File: src/rtl/spectrum_bin_packer_if.sv
// Magnitude-stream input and bin-write output bundle of the spectrum bin packer.
// master drives the FFT magnitude stream; slave is the packer itself.
interface spectrum_bin_packer_if #(
    parameter int MAG_WIDTH = 16
);
    logic                 mag_valid;
    logic                 mag_sop;
    logic [MAG_WIDTH-1:0] mag_in;
    logic                 out_write;
    logic [7:0]           out_addr;
    logic [7:0]           out_data;
    logic                 frame_done;
    logic                 busy;

    modport master (
        output mag_valid, mag_sop, mag_in,
        input  out_write, out_addr, out_data, frame_done, busy
    );

    modport slave (
        input  mag_valid, mag_sop, mag_in,
        output out_write, out_addr, out_data, frame_done, busy
    );
endinterface

File: src/rtl/spectrum_bin_packer.sv
// Groups consecutive FFT magnitudes into bands, takes each band's peak, scales and
// saturates it to 8 bits and issues a one-cycle write per band to the smoothing filter.
module spectrum_bin_packer #(
    parameter int NUM_BINS    = 40,
    parameter int BIN_WIDTH   = 4,
    parameter int START_INDEX = 1,
    parameter int MAG_WIDTH   = 16,
    parameter int SHIFT       = 4
) (
    input  logic                  clk,
    input  logic                  rst,
    spectrum_bin_packer_if.slave  bus
);
    localparam int BIN_W     = (NUM_BINS > 1) ? $clog2(NUM_BINS) : 1;
    localparam int SAMP_W    = (BIN_WIDTH > 1) ? $clog2(BIN_WIDTH) : 1;
    // Skip counter holds 1..START_INDEX-1: the sample that reaches START_INDEX leaves SKIP.
    localparam int SKIP_W    = (START_INDEX > 2) ? $clog2(START_INDEX) : 1;
    localparam int SKIP_LAST = (START_INDEX > 0) ? START_INDEX - 1 : 0;

    typedef enum logic [1:0] {
        S_IDLE,
        S_SKIP,
        S_ACCUM
    } state_t;

    state_t               state_q, state_d;
    logic [SKIP_W-1:0]    skip_q, skip_d;
    logic [SAMP_W-1:0]    samp_q, samp_d;
    logic [BIN_W-1:0]     bin_q, bin_d;
    logic [MAG_WIDTH-1:0] peak_q, peak_d;
    logic                 write_q, write_d;
    logic [7:0]           addr_q, addr_d;
    logic [7:0]           data_q, data_d;
    logic                 done_q, done_d;

    logic                 restart;
    logic                 acc_en;
    logic [SAMP_W-1:0]    samp_cur;
    logic [BIN_W-1:0]     bin_cur;
    logic [MAG_WIDTH-1:0] peak_fin;

    function automatic logic [7:0] scale_sat(input logic [MAG_WIDTH-1:0] p);
        logic [MAG_WIDTH+7:0] ext;
        ext = {8'd0, p} >> SHIFT;
        return (ext > (MAG_WIDTH+8)'(255)) ? 8'hFF : ext[7:0];
    endfunction

    always_ff @(posedge clk or negedge rst) begin
        if (!rst) begin
            state_q <= S_IDLE;
            skip_q  <= '0;
            samp_q  <= '0;
            bin_q   <= '0;
            peak_q  <= '0;
            write_q <= 1'b0;
            addr_q  <= '0;
            data_q  <= '0;
            done_q  <= 1'b0;
        end else begin
            state_q <= state_d;
            skip_q  <= skip_d;
            samp_q  <= samp_d;
            bin_q   <= bin_d;
            peak_q  <= peak_d;
            write_q <= write_d;
            addr_q  <= addr_d;
            data_q  <= data_d;
            done_q  <= done_d;
        end
    end

    always_comb begin
        state_d  = state_q;
        skip_d   = skip_q;
        samp_d   = samp_q;
        bin_d    = bin_q;
        peak_d   = peak_q;
        write_d  = 1'b0;
        addr_d   = addr_q;
        data_d   = data_q;
        done_d   = 1'b0;
        acc_en   = 1'b0;
        peak_fin = peak_q;

        // A sop from any state restarts the frame; the partial bin is simply dropped.
        restart  = bus.mag_valid & bus.mag_sop;
        samp_cur = restart ? '0 : samp_q;
        bin_cur  = restart ? '0 : bin_q;

        if (bus.mag_valid) begin
            if (bus.mag_sop) begin
                bin_d  = '0;
                samp_d = '0;
                skip_d = '0;
                if (START_INDEX == 0) begin
                    state_d = S_ACCUM;
                    acc_en  = 1'b1;
                end else if (START_INDEX == 1) begin
                    state_d = S_ACCUM;
                end else begin
                    state_d = S_SKIP;
                    skip_d  = SKIP_W'(1);
                end
            end else begin
                case (state_q)
                    S_SKIP: begin
                        if (skip_q == SKIP_W'(SKIP_LAST)) begin
                            state_d = S_ACCUM;
                            skip_d  = '0;
                        end else begin
                            skip_d = skip_q + SKIP_W'(1);
                        end
                    end
                    S_ACCUM: acc_en = 1'b1;
                    default: ;
                endcase
            end
        end

        if (acc_en) begin
            peak_fin = ((samp_cur == '0) || (bus.mag_in > peak_q)) ? bus.mag_in : peak_q;
            peak_d   = peak_fin;
            if (samp_cur == SAMP_W'(BIN_WIDTH - 1)) begin
                write_d = 1'b1;
                addr_d  = 8'(bin_cur);
                data_d  = scale_sat(peak_fin);
                samp_d  = '0;
                if (bin_cur == BIN_W'(NUM_BINS - 1)) begin
                    done_d  = 1'b1;
                    state_d = S_IDLE;
                    bin_d   = '0;
                end else begin
                    bin_d = bin_cur + BIN_W'(1);
                end
            end else begin
                samp_d = samp_cur + SAMP_W'(1);
            end
        end
    end

    assign bus.out_write  = write_q;
    assign bus.out_addr   = addr_q;
    assign bus.out_data   = data_q;
    assign bus.frame_done = done_q;
    assign bus.busy       = (state_q != S_IDLE);
endmodule

File: src/flat_wrapper.sv
// flat-port wrapper written by rule: the top's interface ports become plain ports
module spectrum_bin_packer_flat 
#(
    parameter int NUM_BINS    = 40,
    parameter int BIN_WIDTH   = 4,
    parameter int START_INDEX = 1,
    parameter int MAG_WIDTH   = 16,
    parameter int SHIFT       = 4
)
  (clk, rst, bus_mag_valid, bus_mag_sop, bus_mag_in, bus_out_write, bus_out_addr, bus_out_data, bus_frame_done, bus_busy);
  spectrum_bin_packer_if #(.MAG_WIDTH(MAG_WIDTH)) bus_i ();
  input  logic clk;
  input  logic rst;
  input wire logic [$bits(bus_i.mag_valid)-1:0] bus_mag_valid;
  input wire logic [$bits(bus_i.mag_sop)-1:0] bus_mag_sop;
  input wire logic [$bits(bus_i.mag_in)-1:0] bus_mag_in;
  output wire logic [$bits(bus_i.out_write)-1:0] bus_out_write;
  output wire logic [$bits(bus_i.out_addr)-1:0] bus_out_addr;
  output wire logic [$bits(bus_i.out_data)-1:0] bus_out_data;
  output wire logic [$bits(bus_i.frame_done)-1:0] bus_frame_done;
  output wire logic [$bits(bus_i.busy)-1:0] bus_busy;
  assign bus_i.mag_valid = bus_mag_valid;
  assign bus_i.mag_sop = bus_mag_sop;
  assign bus_i.mag_in = bus_mag_in;
  assign bus_out_write = bus_i.out_write;
  assign bus_out_addr = bus_i.out_addr;
  assign bus_out_data = bus_i.out_data;
  assign bus_frame_done = bus_i.frame_done;
  assign bus_busy = bus_i.busy;
  spectrum_bin_packer #(.NUM_BINS(NUM_BINS), .BIN_WIDTH(BIN_WIDTH), .START_INDEX(START_INDEX), .MAG_WIDTH(MAG_WIDTH), .SHIFT(SHIFT)) u_core (.clk(clk), .rst(rst), .bus(bus_i));
endmodule
File: config.mk
export PLATFORM = sky130hd
export DESIGN_NAME = spectrum_bin_packer_flat
export DESIGN_NICKNAME = d
export VERILOG_FILES = /design/src/rtl/spectrum_bin_packer_if.sv /design/src/rtl/spectrum_bin_packer.sv /design/src/flat_wrapper.sv
export SDC_FILE = /design/constraint.sdc
export NUM_CORES = 1
export LEC_CHECK = 0
export ABC_AREA = 1
export CAP_MARGIN = 20
export CORE_UTILIZATION = 53
export CTS_CLUSTER_DIAMETER = 80
export CTS_CLUSTER_SIZE = 30
export DETAILED_ROUTE_END_ITERATION = 6
export GPL_TIMING_DRIVEN = 0
export PLACE_DENSITY = 0.81
export REMOVE_ABC_BUFFERS = 1
export SETUP_SLACK_MARGIN = 0.2
export SLEW_MARGIN = 20
export SYNTH_ARGS = -nofsm -noshare
export SYNTH_HDL_FRONTEND = slang
export SYNTH_SLANG_ARGS = --single-unit
File: constraint.sdc
create_clock -name clk -period 2.5 [get_ports clk]
set_input_delay 0.5 -clock clk [delete_from_list [all_inputs] [get_ports clk]]
set_output_delay 0.5 -clock clk [all_outputs]
set_load 0.01 [all_outputs]
==> results.cfg, run 1 <==
[status]
outcome = completed

[clock_network]
cts.path.max_buffers = 2
cts_root_buf = clkbuf_8
cts_tree = done
cts.sinks = 42
clk_pin_slew_ns = 0.08
worstSkewPairLatency_ns = 0.30
hold_buffers = 0
cts-htree-levels = 2
cts_buffers = 5

[timing]
fin_crit_ns = 2.20
finalHoldViolCount = 0
max_clock_freq_mhz = 455
period_share = 0.880
finalMaxSlewViolations = 0
setup_violations = 0
rsz0062_at_grt = true
finalClockSkew_ns = 0.00703

[finish]
seq_area_um2 = 1050
post-route-util = 0.726
final_cell_mix = 64 x nand2_1, 42 x dfrtp_1, 41 x inv_1, 35 x nor2_1, 28 x clkdlybuf4s50_1
layout_commonest_cell = nand2_1
syn_to_final_growth_pct = 28.0
n_antenna_cell = 0
fillCellCount = 337
multi_input_area_um2 = 1150
drive_gt1_frac = 0.142
nets = 376

[min_path]
min_path_type = input port to asynchronous set/reset pin

[critical_path]
path_class = input port to register
crit_chain = clkdlybuf4s50_1 > nand2_4 > inv_1 > nor2_1 > inv_1 > ha_1 > inv_4 > nand2_4 > nand2_2 > nand3_4 > nor2_1 > nor2_1
cpMostUsedCell = nor2_1
path_max_fanout = 10
slowest_stage = clkdlybuf4s50_1
cp-end-kind = register
startpoint_type = input port
slowest_delay_ns = 0.51
reg2reg_slack_ns = 0.52
critPathRequiredTime_ns = 2.69
cp_top_family = simple AND/OR/NAND/NOR gates
critPathArrivalTime_ns = 2.39
crit_buf_inv = 4

[routing]
final_antenna_net_count = 0
vias = 1921
dr.first_iter.drc_count = 162
viasPerCell = 4.95
wl_per_cell_um = 11.8
drc = 0
wl_um = 4560
dr.pass1.iters = 4

[grt]
grt_pass1_wl_um = 7380
grt_max_degree = 33
grt-ovfl-total = 0
grt_usage = 0.211
antenna_found_initial = 0
grt_pass1_vias = 1695

[yosys]
synth_top_family_by_area = simple AND/OR/NAND/NOR gates
synth_cell_types = 28
synth_mux_area_frac = 0
synth_xor_xnor_area_share = 0.0112
avgSynthCellArea_um2 = 8.08
yosys.area_share.simple = 0.277
syn_area_um2 = 2340
yosysSeqAreaShare = 0.450
synth-compound-area-share = 0.0707
yosysWarnings = 0
ys_ff_latch = 42
yosys.area_share.adder = 0.102
synth_cells = 289

[place]
dp_hpwl_um = 3100
io_buffer_count = 36
gp_congestion = 0.831

[floorplanning]
die_h_um = 68.4
num_rows = 23
die_x_um = 68.4
core_um2 = 4120
ioPinCount = 39
initial_core_util = 0.568
dieArea_um2 = 4680

[pwr]
ir_drop_uv = 382
leakagePower_nw = 1.61
power_w = 0.00226
power_density_nw_per_um2 = 755

[run]
cap_violations = 0
[stage by stage]
step                cells  hold WS (ns)  setup TNS, ns  cell area, um^2  setup WS, ns
CTS                   382        0.0723              0             2890         0.205
floorplan             284         0.204              0             2300         0.276
global route          388        0.0824              0             2990         0.157
finish                388        0.0698              0             2990         0.300
detailed placement    371         0.390         -17.20             2740        -0.855
global placement      370         0.455         -23.01             2730        -0.805
[synth_stat cells, drive strengths merged]
| library cell | instances | share of area |
|---|---|---|
| or2 | 9 | 0.024 |
| nor3b | 1 | 0.0054 |
| a21o | 1 | 0.0032 |
| o21ai | 11 | 0.024 |
| a211oi | 1 | 0.0032 |
| a21boi | 1 | 0.0032 |
| nor4 | 1 | 0.0091 |
| conb | 1 | 0.0016 |
| xor2 | 3 | 0.011 |
| nor2 | 38 | 0.064 |
| nand2 | 70 | 0.11 |
| nor3 | 6 | 0.022 |
| buf | 6 | 0.015 |
| ha | 19 | 0.10 |
| dfrtp | 42 | 0.45 |
| nand3 | 14 | 0.030 |
| clkinv | 1 | 0.0016 |
| inv | 44 | 0.071 |
| nand4 | 3 | 0.0080 |
| a21oi | 16 | 0.034 |
| o21a | 1 | 0.0032 |
[state kept, by name (all words and copies together), names as in the netlist]
signal and count:
u_core.peak_q 16, u_core.bus.out_data 8, u_core.bin_q 6, u_core.bus.out_addr 6, u_core.samp_q 2, u_core.state_q 2, u_core.bus.frame_done 1, u_core.bus.out_write 1
[metal layers]
layer / wire (um) / track usage
met5: 0 / 0
met4: 70 / 0.0755
met3: 152 / 0.0350
met2: 2270 / 0.344
met1: 2070 / 0.281
[area by class of cell]
type	instances	share of cell area
Clock buffer	5	0.0230
Clock inverter	3	0.00712
Inverter	45	0.0573
Multi-Input combinational cell	197	0.386
Sequential cell	42	0.352
Tap cell	50	0.0209
Timing Repair Buffer	46	0.154
[power breakdown]
| part | leakage, nW | switching [W] | internal (W) |
|---|---|---|---|
| Sequential | 0.526 | 0.0000693 | 0.000831 |
| Combinational | 1.04 | 0.000484 | 0.000429 |
| Clock | 0.0441 | 0.000246 | 0.000196 |
[final timing paths]
kind / cells past startpoint / start / endpoint
setup reg to reg: 13 / u_core.peak_q[11]$_DFFE_PN0P_ / u_core.bus.out_data[0]$_DFFE_PN0P_
setup / recovery: 12 / bus_mag_valid / u_core.bus.out_data[3]$_DFFE_PN0P_
min in group clk: 2 / u_core.bus.out_addr[5]$_DFFE_PN0P_ / u_core.bus.out_addr[5]$_DFFE_PN0P_
hold / removal: 1 / rst / u_core.peak_q[0]$_DFFE_PN0P_
max in group asynchronous: 2 / rst / u_core.bus.out_data[0]$_DFFE_PN0P_
hold reg to reg: 2 / u_core.bus.out_addr[5]$_DFFE_PN0P_ / u_core.bus.out_addr[5]$_DFFE_PN0P_
[kinds of logic (layout without fill, tap and decap cells)]
| logic type | count (synthesis) | in the layout |
|---|---|---|
| DFF | 42 | 42 |
| xor gates and xnor gates | 3 | 3 |
| buffers and inverters | 51 | 99 |
| adders and majority gates | 19 | 19 |
| other | 1 | 2 |
| AOI/OAI and AO/OA | 31 | 31 |
| and+or+nand+nor | 142 | 142 |
[repair_timing]
action	in CTS	in global routing
buffers inserted	3	6
setup endpoints to repair	29	24
resized for setup	8	15
pin swaps	1	4
Power figures use the tool's default switching activity.
==> inputs of run 2 (changes only) <==
==> constraint.sdc (replaced) <==
create_clock -name clk -period 2.4 [get_ports clk]
set_input_delay 0.48 -clock clk [delete_from_list [all_inputs] [get_ports clk]]
set_output_delay 0.48 -clock clk [all_outputs]
set_load 0.01 [all_outputs]
==> run 2 against run 1 <==
First-iteration DRC count up 23%. Clock-buffer cell count unchanged. Combinational power up 18%. Final cell count unchanged. Clock skew up 0.00069 ns. Global-route usage up 0.63 points. Critical path depth down 1. Sequential share of layout area down 1.4 points. Largest power group unchanged. Highest routed layer unchanged.
==> results.cfg, run 2 (synthesis gave the netlist of run 1 again) <==
[place]
dp_cells = 371
post-place-ws_ns = -0.935
io_buffer_count = 36
dp_hpwl_um = 3100
gp_congestion = 0.831
place_area_um2 = 2740

[grt]
grtUsageMet2 = 0.364
grt_pass1_vias = 1748
grt.busiest_layer = met2
grt_pass1_wl_um = 7580
antenna_found_initial = 0
met3_usage = 0.0350
grt_usage = 0.218
met1_usage = 0.283
grt-ovfl-total = 0
grt_max_degree = 33

[timing]
max_clock_freq_mhz = 461
rsz0062_at_grt = true
finalClockSkew_ns = 0.00772
finalHoldViolCount = 0
setup_violations = 0
finalMaxSlewViolations = 0
period_share = 0.905
worst_slack_ns = 0.229
setup_tns_ns = 0
fin_crit_ns = 2.17

[floorplanning]
num_rows = 23
die_h_um = 68.4
dieArea_um2 = 4680
die_x_um = 68.4
initial_core_util = 0.568
core_um2 = 4120
ioPinCount = 39

[finish]
nets = 376
drive_gt1_frac = 0.178
final_cell_mix = 64 x nand2_1, 42 x dfrtp_1, 41 x inv_1, 30 x nor2_1, 21 x clkdlybuf4s50_1
largest_reg_flops = 16
syn_to_final_growth_pct = 33.2
multi_input_area_um2 = 1250
design_area_um2 = 3110
final_cells = 388
layout_commonest_cell = nand2_1
largest-register = u_core.peak_q
seq_area_um2 = 1050
n_antenna_cell = 0
fillCellCount = 295

[pwr]
power_w = 0.00249
internal_power_w = 0.00156
seqPwrFrac = 0.378
power_density_nw_per_um2 = 800
ir_drop_uv = 418
swShare = 0.373
p_clk_frac = 0.189
leakagePower_nw = 1.69
p_sw_w = 0.000929
p_comb_frac = 0.433

[critical_path]
reg2reg_depth = 13
path_class = input port to register
crit_chain = clkdlybuf4s50_1 > ha_1 > nand2_2 > o21ai_0 > a21oi_1 > nand2_1 > nand2_4 > nand2_8 > nand2_8 > nor2_2 > a21oi_1
critPathArrivalTime_ns = 2.38
startpoint_type = input port
critPathRequiredTime_ns = 2.61
path_max_fanout = 30
slowest_stage = clkdlybuf4s50_1
cp-end-kind = register
slowest_delay_ns = 0.44

[clock_network]
cts-htree-levels = 2
cts.sinks = 42
cts_root_buf = clkbuf_8
cts.path.max_buffers = 2
clk_pin_slew_ns = 0.08
cts_buffers = 5
cts_tree = done
worstSkewPairLatency_ns = 0.30
hold_buffers = 0

[routing]
wl_per_cell_um = 13.3
drc = 0
final_antenna_net_count = 0
dr.pass1.iters = 4
wl_um = 5150
viasPerCell = 5.08
vias = 1970
dr.first_iter.drc_count = 200

[run]
cap_violations = 0

[status]
outcome = completed

[min_path]
min_path_type = input port to asynchronous set/reset pin
-- run 2: cell count changes in the layout (fill, tap and decap cells not counted), moves of 2 or more --
cell             previous run  this run
a21oi_2                     0         2
nor2_2                      2         7
ha_1                       18        15
nand3_2                     0         2
ha_4                        1         4
nand3_1                    13        11
nor2_1                     35        30
a21oi_1                    16        14
clkdlybuf4s50_1            28        21
dlymetal6s2s_1              7        14
buf_4                       9         7
-- run 2: area by class of cell --
| class | count | area share |
|---|---|---|
| Clock buffer | 5 | 0.0221 |
| Clock inverter | 3 | 0.00684 |
| Inverter | 45 | 0.0551 |
| Multi-Input combinational cell | 198 | 0.403 |
| Sequential cell | 42 | 0.338 |
| Tap cell | 50 | 0.0201 |
| Timing Repair Buffer | 45 | 0.155 |
-- run 2: final timing paths --
check | startpoint | endpoint | slack, ns
max | bus_mag_in[14] | u_core.peak_q[9]$_DFFE_PN0P_ | 0.23
min | rst | u_core.peak_q[0]$_DFFE_PN0P_ | 0.04
max reg2reg | u_core.peak_q[9]$_DFFE_PN0P_ | u_core.peak_q[9]$_DFFE_PN0P_ | 0.34
min reg2reg | u_core.bus.out_addr[5]$_DFFE_PN0P_ | u_core.bus.out_addr[5]$_DFFE_PN0P_ | 0.48
max in group asynchronous | rst | u_core.bin_q[1]$_DFF_PN0_ | 1.90
min in group clk | u_core.bus.out_addr[5]$_DFFE_PN0P_ | u_core.bus.out_addr[5]$_DFFE_PN0P_ | 0.48
-- run 2: layer usage --
metal	vias to the layer above	wire length, um
met4	0	113
met5	-	0
met3	13	190
met1	899	2220
li1	996	-
met2	62	2620
-- run 2: stage by stage --
stage,hold WS (ns),utilization
after global placement,0.455,0.663
after floorplan,0.184,-
after global routing,0.0594,0.756
after CTS,0.0523,0.710
final,0.0438,0.756
after detailed placement,0.370,0.666
-- run 2: power by group through the flow --
stage,registers [W],logic [W],clock network [W]
finish,0.000940,0.00108,0.000470
global placement,0.000941,0.000806,0
detailed placement,0.000951,0.000833,0
floorplan,0.000971,0.000511,0
global route,0.000954,0.00120,0.000492
CTS,0.000937,0.000903,0.000468
-- run 2: timing repair --
item / in CTS / in global routing
pin swaps: 2 / 14
resized for setup: 11 / 35
setup endpoints to repair: 29 / 34
buffers inserted: 5 / 3
gates cloned: 0 / 1
-- run 2: worst max-delay path, delay by kind of cell --
family / cells / cell delay [ns]
fa+ha+maj: 1 / 0.31
compound gates: 3 / 0.44
simple gates: 6 / 0.70
buf+inv: 1 / 0.44
